## src/rtl/stepper_move_engine_if.sv

```systemverilog
// Move-request handshake, status and shared stepper-driver pins for stepper_move_engine.
interface stepper_move_engine_if #(
    parameter int NUM_CH = 6
);
    logic              disable_steppers;
    logic [3:0]        next_move;
    logic [1:0]        next_turns;
    logic              move_start;
    logic              move_ready;
    logic              move_done;
    logic              move_aborted;
    logic              invalid_move;
    logic              dir_pin;
    logic              step_pin;
    logic [NUM_CH-1:0] en_pins;

    modport master (
        output disable_steppers, next_move, next_turns, move_start,
        input  move_ready, move_done, move_aborted, invalid_move,
        input  dir_pin, step_pin, en_pins
    );

    modport slave (
        input  disable_steppers, next_move, next_turns, move_start,
        output move_ready, move_done, move_aborted, invalid_move,
        output dir_pin, step_pin, en_pins
    );
endinterface

```

## src/rtl/stepper_move_engine.sv

```systemverilog
// Face move to paced step train on one of NUM_CH shared-step/dir stepper drivers.
// Optional macro STEPPER_RAMP_EN adds a symmetric accelerate/decelerate period profile.
module stepper_move_engine #(
    parameter int NUM_CH            = 6,
    parameter int QUARTER_STEPS     = 50,
    parameter int STEP_PERIOD       = 125000,
    parameter int DIR_SETUP         = 250,
    parameter int SETTLE_CYCLES     = 2500000,
    parameter int RAMP_START_PERIOD = 250000,
    parameter int RAMP_DEC          = 12500
) (
    input  logic                  clock,
    input  logic                  reset,
    stepper_move_engine_if.slave  mv
);
    localparam int CH_W = (NUM_CH > 1) ? $clog2(NUM_CH) : 1;

    localparam logic [2:0] ST_IDLE    = 3'd0;
    localparam logic [2:0] ST_SETUP   = 3'd1;
    localparam logic [2:0] ST_STEP_HI = 3'd2;
    localparam logic [2:0] ST_STEP_LO = 3'd3;
    localparam logic [2:0] ST_SETTLE  = 3'd4;

    localparam logic [31:0] STEP_P   = 32'(STEP_PERIOD);
    localparam logic [31:0] SETUP_C  = 32'(DIR_SETUP);
    localparam logic [31:0] SETTLE_C = 32'(SETTLE_CYCLES);
    localparam logic [15:0] QSTEPS   = 16'(QUARTER_STEPS);

    if (STEP_PERIOD < 2 || DIR_SETUP < 1 || QUARTER_STEPS < 1 || SETTLE_CYCLES < 0 ||
        NUM_CH < 1 || RAMP_START_PERIOD < 0 || RAMP_DEC < 0) begin : g_param_check
        $error("stepper_move_engine: illegal parameter value");
    end

    logic [2:0]      state_q, state_d;
    logic [31:0]     cnt_q, cnt_d;
    logic [15:0]     steps_q, steps_d;
    logic [CH_W-1:0] ch_q, ch_d;
    logic            dir_q, dir_d;
    logic            aborted_q, aborted_d;
    logic            invalid_q, invalid_d;
    logic [31:0]     per_cur, per_next;

    function automatic logic [31:0] hi_len(input logic [31:0] p);
        return p >> 1;
    endfunction

    function automatic logic [31:0] lo_len(input logic [31:0] p);
        return p - (p >> 1);
    endfunction

    logic [2:0] face;
    logic       req_valid;
    assign face      = mv.next_move[3:1];
    assign req_valid = (face != 3'd0) && (32'(face) <= 32'(NUM_CH)) &&
                       ((mv.next_turns == 2'd1) || (mv.next_turns == 2'd2));

`ifdef STEPPER_RAMP_EN
    logic [15:0] k_q, k_d;
    logic [15:0] total_q, total_d;

    // Distance from the nearer end of the move sets how far the period has ramped down.
    function automatic logic [31:0] ramp_period(input logic [15:0] k, input logic [15:0] n);
        logic [15:0] mirror;
        logic [15:0] d;
        logic [47:0] dec;
        mirror = n - 16'd1 - k;
        d      = (k < mirror) ? k : mirror;
        dec    = 48'(d) * 48'(RAMP_DEC);
        if (48'(RAMP_START_PERIOD) > dec + 48'(STEP_PERIOD))
            return 32'(48'(RAMP_START_PERIOD) - dec);
        else
            return STEP_P;
    endfunction

    assign per_cur  = ramp_period(k_q, total_q);
    assign per_next = ramp_period(k_q + 16'd1, total_q);
`else
    assign per_cur  = STEP_P;
    assign per_next = STEP_P;
`endif

    always_comb begin
        state_d   = state_q;
        cnt_d     = cnt_q;
        steps_d   = steps_q;
        ch_d      = ch_q;
        dir_d     = dir_q;
        aborted_d = aborted_q;
        invalid_d = 1'b0;
`ifdef STEPPER_RAMP_EN
        k_d       = k_q;
        total_d   = total_q;
`endif
        case (state_q)
            ST_IDLE: begin
                if (mv.move_start && !mv.disable_steppers) begin
                    if (req_valid) begin
                        state_d   = ST_SETUP;
                        cnt_d     = SETUP_C - 32'd1;
                        steps_d   = (mv.next_turns == 2'd2) ? (QSTEPS << 1) : QSTEPS;
                        ch_d      = CH_W'(face - 3'd1);
                        dir_d     = !mv.next_move[0];
                        aborted_d = 1'b0;
`ifdef STEPPER_RAMP_EN
                        k_d       = 16'd0;
                        total_d   = (mv.next_turns == 2'd2) ? (QSTEPS << 1) : QSTEPS;
`endif
                    end else begin
                        invalid_d = 1'b1;
                    end
                end
            end
            ST_SETUP: begin
                if (cnt_q == 32'd0) begin
                    state_d = ST_STEP_HI;
                    cnt_d   = hi_len(per_cur) - 32'd1;
                end else begin
                    cnt_d = cnt_q - 32'd1;
                end
            end
            ST_STEP_HI: begin
                if (cnt_q == 32'd0) begin
                    state_d = ST_STEP_LO;
                    cnt_d   = lo_len(per_cur) - 32'd1;
                end else begin
                    cnt_d = cnt_q - 32'd1;
                end
            end
            ST_STEP_LO: begin
                if (cnt_q == 32'd0) begin
                    steps_d = steps_q - 16'd1;
                    if (steps_q == 16'd1) begin
                        state_d = (SETTLE_C == 32'd0) ? ST_IDLE : ST_SETTLE;
                        cnt_d   = SETTLE_C - 32'd1;
                    end else begin
                        state_d = ST_STEP_HI;
                        cnt_d   = hi_len(per_next) - 32'd1;
`ifdef STEPPER_RAMP_EN
                        k_d     = k_q + 16'd1;
`endif
                    end
                end else begin
                    cnt_d = cnt_q - 32'd1;
                end
            end
            ST_SETTLE: begin
                if (cnt_q == 32'd0) state_d = ST_IDLE;
                else                cnt_d   = cnt_q - 32'd1;
            end
            default: state_d = ST_IDLE;
        endcase

        // An abort skips the settle window entirely.
        if (state_q != ST_IDLE && mv.disable_steppers) begin
            state_d   = ST_IDLE;
            aborted_d = 1'b1;
        end
    end

    always_ff @(posedge clock or posedge reset) begin
        if (reset) begin
            state_q   <= ST_IDLE;
            cnt_q     <= 32'd0;
            steps_q   <= 16'd0;
            ch_q      <= '0;
            dir_q     <= 1'b0;
            aborted_q <= 1'b0;
            invalid_q <= 1'b0;
`ifdef STEPPER_RAMP_EN
            k_q       <= 16'd0;
            total_q   <= 16'd0;
`endif
        end else begin
            state_q   <= state_d;
            cnt_q     <= cnt_d;
            steps_q   <= steps_d;
            ch_q      <= ch_d;
            dir_q     <= dir_d;
            aborted_q <= aborted_d;
            invalid_q <= invalid_d;
`ifdef STEPPER_RAMP_EN
            k_q       <= k_d;
            total_q   <= total_d;
`endif
        end
    end

    assign mv.move_ready   = (state_q == ST_IDLE);
    assign mv.move_done    = (state_q == ST_IDLE);
    assign mv.move_aborted = aborted_q;
    assign mv.invalid_move = invalid_q;
    assign mv.dir_pin      = dir_q;
    assign mv.step_pin     = (state_q == ST_STEP_HI);
    assign mv.en_pins      = (state_q == ST_IDLE) ? '1 : ~(NUM_CH'(1) << ch_q);
endmodule

```

## src/flat_wrapper.sv

```systemverilog
// flat-port wrapper written by rule: the top's interface ports become plain ports
module stepper_move_engine_flat 
#(
    parameter int NUM_CH            = 6,
    parameter int QUARTER_STEPS     = 50,
    parameter int STEP_PERIOD       = 125000,
    parameter int DIR_SETUP         = 250,
    parameter int SETTLE_CYCLES     = 2500000,
    parameter int RAMP_START_PERIOD = 250000,
    parameter int RAMP_DEC          = 12500
)
  (clock, reset, mv_disable_steppers, mv_next_move, mv_next_turns, mv_move_start, mv_move_ready, mv_move_done, mv_move_aborted, mv_invalid_move, mv_dir_pin, mv_step_pin, mv_en_pins);
  stepper_move_engine_if #(.NUM_CH(NUM_CH)) mv_i ();
  input  logic clock;
  input  logic reset;
  input wire logic [$bits(mv_i.disable_steppers)-1:0] mv_disable_steppers;
  input wire logic [$bits(mv_i.next_move)-1:0] mv_next_move;
  input wire logic [$bits(mv_i.next_turns)-1:0] mv_next_turns;
  input wire logic [$bits(mv_i.move_start)-1:0] mv_move_start;
  output wire logic [$bits(mv_i.move_ready)-1:0] mv_move_ready;
  output wire logic [$bits(mv_i.move_done)-1:0] mv_move_done;
  output wire logic [$bits(mv_i.move_aborted)-1:0] mv_move_aborted;
  output wire logic [$bits(mv_i.invalid_move)-1:0] mv_invalid_move;
  output wire logic [$bits(mv_i.dir_pin)-1:0] mv_dir_pin;
  output wire logic [$bits(mv_i.step_pin)-1:0] mv_step_pin;
  output wire logic [$bits(mv_i.en_pins)-1:0] mv_en_pins;
  assign mv_i.disable_steppers = mv_disable_steppers;
  assign mv_i.next_move = mv_next_move;
  assign mv_i.next_turns = mv_next_turns;
  assign mv_i.move_start = mv_move_start;
  assign mv_move_ready = mv_i.move_ready;
  assign mv_move_done = mv_i.move_done;
  assign mv_move_aborted = mv_i.move_aborted;
  assign mv_invalid_move = mv_i.invalid_move;
  assign mv_dir_pin = mv_i.dir_pin;
  assign mv_step_pin = mv_i.step_pin;
  assign mv_en_pins = mv_i.en_pins;
  stepper_move_engine #(.NUM_CH(NUM_CH), .QUARTER_STEPS(QUARTER_STEPS), .STEP_PERIOD(STEP_PERIOD), .DIR_SETUP(DIR_SETUP), .SETTLE_CYCLES(SETTLE_CYCLES), .RAMP_START_PERIOD(RAMP_START_PERIOD), .RAMP_DEC(RAMP_DEC)) u_core (.clock(clock), .reset(reset), .mv(mv_i));
endmodule
```

## config.mk

```make
export PLATFORM = sky130hd
export DESIGN_NAME = stepper_move_engine_flat
export DESIGN_NICKNAME = d
export VERILOG_FILES = /design/src/rtl/stepper_move_engine_if.sv /design/src/rtl/stepper_move_engine.sv /design/src/flat_wrapper.sv
export SDC_FILE = /design/constraint.sdc
export NUM_CORES = 1
export LEC_CHECK = 0
export CAP_MARGIN = 20
export CORE_AREA = 2 2 83 85
export CTS_BUF_LIST = sky130_fd_sc_hd__clkbuf_4
export DETAILED_ROUTE_END_ITERATION = 12
export DIE_AREA = 0 0 85 87
export PLACE_DENSITY = 0.84
export SYNTH_ARGS = -nofsm -noshare
export SYNTH_HDL_FRONTEND = slang
export SYNTH_SLANG_ARGS = --single-unit
```

## constraint.sdc

```tcl
create_clock -name clock -period 5.1 [get_ports clock]
set_input_delay 1.275 -clock clock [delete_from_list [all_inputs] [get_ports clock]]
set_output_delay 1.275 -clock clock [all_outputs]
set_load 0.05 [all_outputs]
```

==> results.tsv, run 1 <==
stage	metric	value	unit
outcome	result of the run	finished, final reports clean	
placement	Placement Cell Area	3720	sq um
cells_and_area	Filler Cells Inserted	565	
synthesis	Synthesis Warnings	0	
cells_and_area	layout-stage area growth over the synthesis result	11.0	%
synthesis	async set or reset register ratio after synthesis	100	%
synthesis	Primary FF master, synth	sky130_fd_sc_hd__dfrtp_1	
power_and_ir_drop	leakage power of the design	1.61	nW
cells_and_area	Post-Layout Inst Area	3870	sq um
synthesis	flip-flop and latch count after synthesis	57	
clock_network	CTS max path bufs	2	
power_and_ir_drop	Worst VDD drop	0.285	mV
synthesis	Post-Synthesis Cell Area	3490	sq um
setup_path	Worst Path Max Fanout	10	
setup_path	critical path data arrival time	2.70	ns
floorplanning	x dimension of the die	85	um
sta	final worst path period need	3.97	ns
sta	worst setup skew after layout	0.00980	ns
floorplanning	placeable core area	6570	sq um
clock_network	cell at the root of the clock tree	sky130_fd_sc_hd__clkbuf_4	
floorplanning	die extent in y	87	um
global_route	global-route wire length before repair	14.0	mm
cells_and_area	final layout net count	434	
cells_and_area	number of diodes	0	
synthesis	post-synth net total	420	
clock_network	later-pin clock latency in the skew report	0.41	ns
drt	average detailed-routed wire length per instance	16.0	um
flow_run	max-capacitance violation count	0	
global_route	maximum number of pins on one net before global-route repair	58	
cells_and_area	utilization of the core after routing	58.9	%
global_route	total global-route track usage	23.6	%
sta	Slew HR	35.9	%
drt	number of remaining DRC errors	0	
sta	Final Hold Viols	0	
power_and_ir_drop	cell area power density	428	nW/um^2
floorplanning	starting density of the core	53.1	%
clock_network	Hold-fix buffers, CTS	0	
global_route	via count of the first global-routing pass	2976	
drt	routed via count divided by cell count	6.13	
sta	RSZ-0062 raised after global routing	false	
synthesis	compound-gate portion of the synthesized area	14.7	%
clock_network	TritonCTS clock tree	done	
min_path	hold crit path type	register to register	
sta	count of final max-slew check failures	0	
synthesis	Cells after Synth	402	
placement	final weighted congestion in routability-driven placement	0.872	
synthesis	adder and majority gate portion of the synthesized area	2.87	%
cells_and_area	commonest non-fill, non-tap cells in the layout	57 x sky130_fd_sc_hd__dfrtp_1, 54 x sky130_fd_sc_hd__nor2_1, 33 x sky130_fd_sc_hd__nand2_1	
clock_network	clock net sink count	57	
sta	actual transition at the worst max-transition pin	0.962	ns
cells_and_area	area occupied by multi-input gates	1890	sq um
floorplanning	placement row count	30	
setup_path	crit end category	output pin	
placement	Post-DP HPWL	5.47	mm
synthesis	register area share after synthesis	40.9	%
floorplanning	area of the die	7400	sq um
drt	final WL	7.99	mm
synthesis	count of distinct cell types in the synthesized netlist	53	
synthesis	multiplexer share of the synthesized area	0	%
floorplanning	num ports	22	
global_route	GR Overflow Total	0	
setup_path	category of the most critical setup path	register to output pin	
sta	highest attainable clock frequency	252	MHz
clock_network	TritonCTS buffer count	9	
synthesis	mean area per synthesized cell	8.68	sq um
synthesis	count of flip-flops with a built-in enable after synthesis	0	
setup_path	Worst setup SP type	register	
cells_and_area	register cell area after layout	1430	sq um
placement	IO buf count	21	
setup_path	Req. time, crit path	3.83	ns
sta	Total Negative Setup Slacks	0	ns
drt	Initial DRT Pass Iterations	5	
drt	remaining antenna violation count after routing	0	
clock_network	number of instances resized during post-cts repair	0	
drt	via count	3071	
clock_network	clock slew at reported path FFs	0.10	ns
clock_network	buffers inserted by post-CTS timing repair	0	
synthesis	dominant combinational cell family by area after synthesis	simple AND/OR/NAND/NOR gates	
synthesis	XOR/XNOR Fraction of Synth Area	5.77	%
clock_network	level count of the clock H-tree	3	
cells_and_area	most common library cell in the layout ignoring fill and taps	sky130_fd_sc_hd__dfrtp_1	
cells_and_area	fraction of final layout cells sized beyond drive strength 1	8.55	%
synthesis	share of synthesized cell area in and, or, nand and nor gates	30.8	%
global_route	initial antenna violation count	0	
drt	Iteration-0 DRC Markers	306	
sta	Setup-failing EPs final	0	
sta	portion of the clock cycle consumed by the worst path in the final layout	77.9	%
## sequential cells by signal, summed over array words and instances, names as in the netlist
register / flops
u_core.mv.dir_pin: 1
u_core.ch_q: 3
u_core.steps_q: 16
u_core.cnt_q: 32
u_core.mv.move_aborted: 1
u_core.state_q: 3
u_core.mv.invalid_move: 1
## per-stage QoR
step / setup WS (ns) / hold slack (ns) / instances / power [mW]
final: 1.13 / 0.495 / 501 / 1.66
after global routing: 1.02 / 0.544 / 501 / 1.77
after CTS: 1.13 / 0.502 / 501 / 1.65
after detailed placement: 1.05 / 0.480 / 485 / 1.28
after global placement: 1.15 / 0.471 / 485 / 1.25
after floorplan: 1.83 / 0.457 / 402 / 1.12
## logic make-up (layout without fill, tap and decap cells)
family          after synthesis  after routing
fa+ha+maj                     8              8
buf+inv                      38             57
xor+xnor                     23             23
simple gates                192            192
compound gates               84             84
flops                        57             57
## worst max-delay path: stages (launching register included)
cell	delay, ns
sky130_fd_sc_hd__dfrtp_1	0.51
sky130_fd_sc_hd__or3_1	0.53
sky130_fd_sc_hd__inv_1	0.24
sky130_fd_sc_hd__nor2_1	0.10
sky130_fd_sc_hd__nand3b_1	0.10
sky130_fd_sc_hd__clkdlybuf4s50_1	0.81
## final timing paths
path	from	to	slack [ns]	depth (start not counted)
max in group asynchronous	reset	u_core.mv.invalid_move	3.23	3
min in group asynchronous	reset	u_core.cnt_q[29]	1.39	3
min reg2reg	u_core.mv.dir_pin	u_core.mv.dir_pin	0.49	2
max	u_core.state_q[2]	mv_en_pins[4]	1.13	5
min	u_core.mv.dir_pin	u_core.mv.dir_pin	0.49	2
max reg2reg	u_core.cnt_q[14]	u_core.cnt_q[20]	1.93	6
## layer usage
metal / track usage [%] / share of wire [%] / up-vias / wire length (um)
met5: 0 / 0 / - / 0
met4: 10.4 / 1.7 / 0 / 133
met3: 3.70 / 4.1 / 13 / 328
met2: 39.7 / 49 / 96 / 3920
met1: 30.2 / 45 / 1491 / 3610
li1: - / - / 1471 / -
## power by group
part           leakage (nW)  switching, mW  internal (mW)  total (mW)
combinational         0.789          0.393          0.226       0.620
sequential            0.740          0.114          0.549       0.663
clock                0.0808          0.179          0.194       0.373
total                  1.61          0.686          0.970        1.66
## cells in the mapped netlist, types with 11 or more instances
library cell | count | share of area, %
sky130_fd_sc_hd__nor3_1 | 17 | 2.4
sky130_fd_sc_hd__nor4_1 | 13 | 2.3
sky130_fd_sc_hd__nor2_1 | 54 | 5.8
sky130_fd_sc_hd__o21ai_0 | 19 | 2.7
sky130_fd_sc_hd__xnor2_1 | 12 | 3.0
sky130_fd_sc_hd__dfrtp_1 | 57 | 41
sky130_fd_sc_hd__xor2_1 | 11 | 2.8
sky130_fd_sc_hd__nand3_1 | 14 | 2.0
sky130_fd_sc_hd__nand2_1 | 33 | 3.6
sky130_fd_sc_hd__inv_1 | 15 | 1.6
sky130_fd_sc_hd__a21oi_1 | 29 | 4.2
sky130_fd_sc_hd__clkbuf_1 | 11 | 1.2
## final cells by class
class,count,area share (%)
clock inverters,7,2.20
repair buffers,26,6.40
clock buffers,9,1.75
inverters,15,1.45
multi-input cells,307,48.8
well taps,80,2.59
flip-flops and latches,57,36.8
Power figures use the tool's default switching activity.
==> inputs of run 2 (changes only) <==
clock period = 4.15 ns   (was 5.1 ns; I/O delays follow)
==> run 2 against run 1 <==
  * Final cell count decreased by 0.20%
  * First-iteration DRC count decreased by 2.9%
  * Die area unchanged
  * Cell area decreased by 1.3%
  * Power increased by 14%
  * Combinational power increased by 24%
  * Non-clock buffer count increased by 2
  * Global-route usage increased by 0.20 points
  * Clock-buffer cell count increased by 1
  * Core utilization decreased by 0.78 points
  * Largest cell class unchanged
==> results.tsv, run 2 (synthesis gave the netlist of run 1 again) <==
stage	metric	value	unit	change
outcome	result of the run	finished, final reports clean		unchanged
global_route	maximum number of pins on one net before global-route repair	43		was 58
global_route	global-route wire length before repair	13.9	mm	was 14.0 mm
drt	wire length on met1	3.62	mm	was 3.61 mm
sta	Setup-failing EPs final	0		unchanged
setup_path	worst r2r src	u_core.cnt_q[18]		was u_core.cnt_q[14]
setup_path	crit end category	output pin		unchanged
sta	worst setup skew after layout	0.0140	ns	was 0.00980 ns
placement	IO buf count	21		unchanged
sta	Final Hold Viols	0		unchanged
power_and_ir_drop	leakage power of the design	1.59	nW	was 1.61 nW
global_route	initial antenna violation count	0		unchanged
setup_path	Worst Path Max Fanout	10		unchanged
flow_run	max-capacitance violation count	0		unchanged
drt	average detailed-routed wire length per instance	16.1	um	was 16.0 um
floorplanning	placement row count	30		unchanged
placement	Post-DP HPWL	5.70	mm	was 5.47 mm
setup_path	end of the worst register-to-register path	u_core.cnt_q[25]		was u_core.cnt_q[20]
cells_and_area	layout-stage area growth over the synthesis result	9.50	%	was 11.0%
setup_path	Worst setup SP type	register		unchanged
setup_path	cell chain of the critical path	or3_1 -> inv_1 -> nor2_1 -> nand3_1 -> clkdlybuf4s50_1		was or3_1 -> inv_1 -> nor2_1 -> nand3b_1 -> clkdlybuf4s50_1
floorplanning	placeable core area	6570	sq um	unchanged
clock_network	later-pin clock latency in the skew report	0.41	ns	about the same
cells_and_area	Filler Cells Inserted	568		was 565
clock_network	TritonCTS buffer count	9		unchanged
cells_and_area	register bank with the most flops	u_core.cnt_q		unchanged
floorplanning	x dimension of the die	85	um	unchanged
min_path	Worst Hold End	u_core.mv.dir_pin		unchanged
cells_and_area	largest registers	u_core.cnt_q x32, u_core.steps_q x16		unchanged
sta	RSZ-0062 raised after global routing	false		unchanged
floorplanning	num ports	22		unchanged
drt	top layer in use	met4		unchanged
clock_network	buffers inserted by post-CTS timing repair	0		unchanged
global_route	GR Overflow Total	0		unchanged
min_path	origin of the worst min-delay path	u_core.mv.dir_pin		unchanged
clock_network	clock slew at reported path FFs	0.09	ns	was 0.10 ns
setup_path	flop2flop setup slack	1.04	ns	was 1.93 ns
clock_network	TritonCTS clock tree	done		unchanged
cells_and_area	flip-flop count of the largest register after layout	32		unchanged
cells_and_area	number of diodes	0		unchanged
floorplanning	area of the die	7400	sq um	unchanged
clock_network	level count of the clock H-tree	3		unchanged
drt	Iteration-0 DRC Markers	297		was 306
cells_and_area	fraction of final layout cells sized beyond drive strength 1	8.10	%	was 8.55%
min_path	worst hold stages	2		unchanged
clock_network	clock net sink count	57		unchanged
clock_network	Hold-fix buffers, CTS	0		unchanged
sta	final worst path period need	3.67	ns	
setup_path	critical path data arrival time	2.64	ns	was 2.70 ns
drt	routed wl met2	3.84	mm	was 3.92 mm
setup_path	category of the most critical setup path	register to output pin		unchanged
power_and_ir_drop	cell area power density	496	nW/um^2	was 428 nW/um^2
placement	final weighted congestion in routability-driven placement	0.878		was 0.872
sta	Slew HR	32.9	%	was 35.9%
setup_path	Req. time, crit path	3.11	ns	was 3.83 ns
setup_path	critical path buffer and inverter count	2		unchanged
drt	met3 wire len	443	um	was 328 um
min_path	hold crit path type	register to register		unchanged
setup_path	worst stage delay on the critical path	0.80	ns	was 0.81 ns
global_route	total global-route track usage	23.8	%	was 23.6%
setup_path	worst-case reg-to-reg path depth	6		unchanged
drt	number of remaining DRC errors	0		unchanged
clock_network	cell at the root of the clock tree	sky130_fd_sc_hd__clkbuf_4		unchanged
power_and_ir_drop	Worst VDD drop	0.329	mV	was 0.285 mV
drt	via count	3114		was 3071
drt	routed via count divided by cell count	6.23		was 6.13
global_route	via count of the first global-routing pass	3011		was 2976
cells_and_area	final layout net count	436		was 434
placement	pre-CTS worst setup slack	0.444	ns	was 1.05 ns
cells_and_area	commonest non-fill, non-tap cells in the layout	57 x sky130_fd_sc_hd__dfrtp_1, 54 x sky130_fd_sc_hd__nor2_1, 33 x sky130_fd_sc_hd__nand2_1		unchanged
sta	count of final max-slew check failures	0		unchanged
cells_and_area	most common library cell in the layout ignoring fill and taps	sky130_fd_sc_hd__dfrtp_1		unchanged
drt	Initial DRT Pass Iterations	5		unchanged
sta	Total Negative Setup Slacks	0	ns	unchanged
sta	setup slack after layout	0.475	ns	was 1.13 ns
sta	actual transition at the worst max-transition pin	1.01	ns	was 0.962 ns
sta	highest attainable clock frequency	272	MHz	
clock_network	CTS max path bufs	2		unchanged
setup_path	kind of cell with the highest combined delay on the critical path	buffers and inverters		unchanged
floorplanning	starting density of the core	53.1	%	unchanged
setup_path	crit path max-delay cell type	sky130_fd_sc_hd__clkdlybuf4s50_1		unchanged
drt	remaining antenna violation count after routing	0		unchanged
drt	final WL	8.05	mm	was 7.99 mm
sta	portion of the clock cycle consumed by the worst path in the final layout	88.5	%	
clock_network	number of instances resized during post-cts repair	0		unchanged
floorplanning	die extent in y	87	um	unchanged
[run 2: cell types whose count changed in the layout (fill, tap and decap cells not counted)]
cell	before	now
sky130_fd_sc_hd__bufinv_16	2	0
sky130_fd_sc_hd__buf_4	5	7
sky130_fd_sc_hd__clkbuf_4	9	10
sky130_fd_sc_hd__clkinv_1	2	3
sky130_fd_sc_hd__clkinvlp_4	1	0
sky130_fd_sc_hd__clkinv_2	2	0
[run 2: layout make-up]
cell class                      count  area (sq um)  area share (%)
Inverter                           15          56.3            1.47
Tap cell                           80           100            2.62
Multi-Input combinational cell    307          1890            49.4
Sequential cell                    57          1430            37.3
Timing Repair Buffer               28           263            6.88
Clock inverter                      3          11.3           0.295
Clock buffer                       10          75.1            1.97
[run 2: worst max path at each step]
stage,cells after the start,to,start
after floorplan,6,mv_en_pins[2],u_core.state_q[2]
after global placement,9,u_core.cnt_q[5],mv_next_move[1]
after detailed placement,9,u_core.cnt_q[5],mv_next_move[1]
after CTS,5,mv_en_pins[5],u_core.state_q[2]
after global routing,5,mv_en_pins[5],u_core.state_q[2]
final,5,mv_en_pins[5],u_core.state_q[2]
[run 2: report_power, final]
part	switching (mW)	total (mW)	internal [mW]
Clock	0.194	0.308	0.114
Sequential	0.140	0.815	0.675
Combinational	0.485	0.770	0.285
Total	0.818	1.89	1.08
[run 2: per-layer routing]
metal	vias to the layer above	global-route usage (%)
met1	1504	30.6
li1	1472	-
met5	-	0
met4	0	8.37
met2	118	39.0
met3	20	6.26
[run 2: metrics by stage]
stage / util, % / std cells / power [mW] / instance area (sq um) / hold slack (ns)
CTS: 58.2 / 500 / 1.89 / 3820 / 0.499
detailed placement: 56.8 / 487 / 1.58 / 3730 / 0.481
global route: 58.2 / 500 / 2.04 / 3820 / 0.523
global placement: 56.8 / 487 / 1.55 / 3730 / 0.472
finish: 58.2 / 500 / 1.89 / 3820 / 0.496
floorplan: - / 402 / 1.38 / 3490 / 0.457
[run 2: worst reg2reg max path, stage by stage (launching register included)]
cell and delay (ns):
sky130_fd_sc_hd__dfrtp_1 0.48, sky130_fd_sc_hd__nor4_1 0.46, sky130_fd_sc_hd__nand3_1 0.42, sky130_fd_sc_hd__nor3_2 0.74, sky130_fd_sc_hd__o22ai_1 0.51, sky130_fd_sc_hd__o31ai_1 0.22
sky130_fd_sc_hd__a31oi_1 0.12
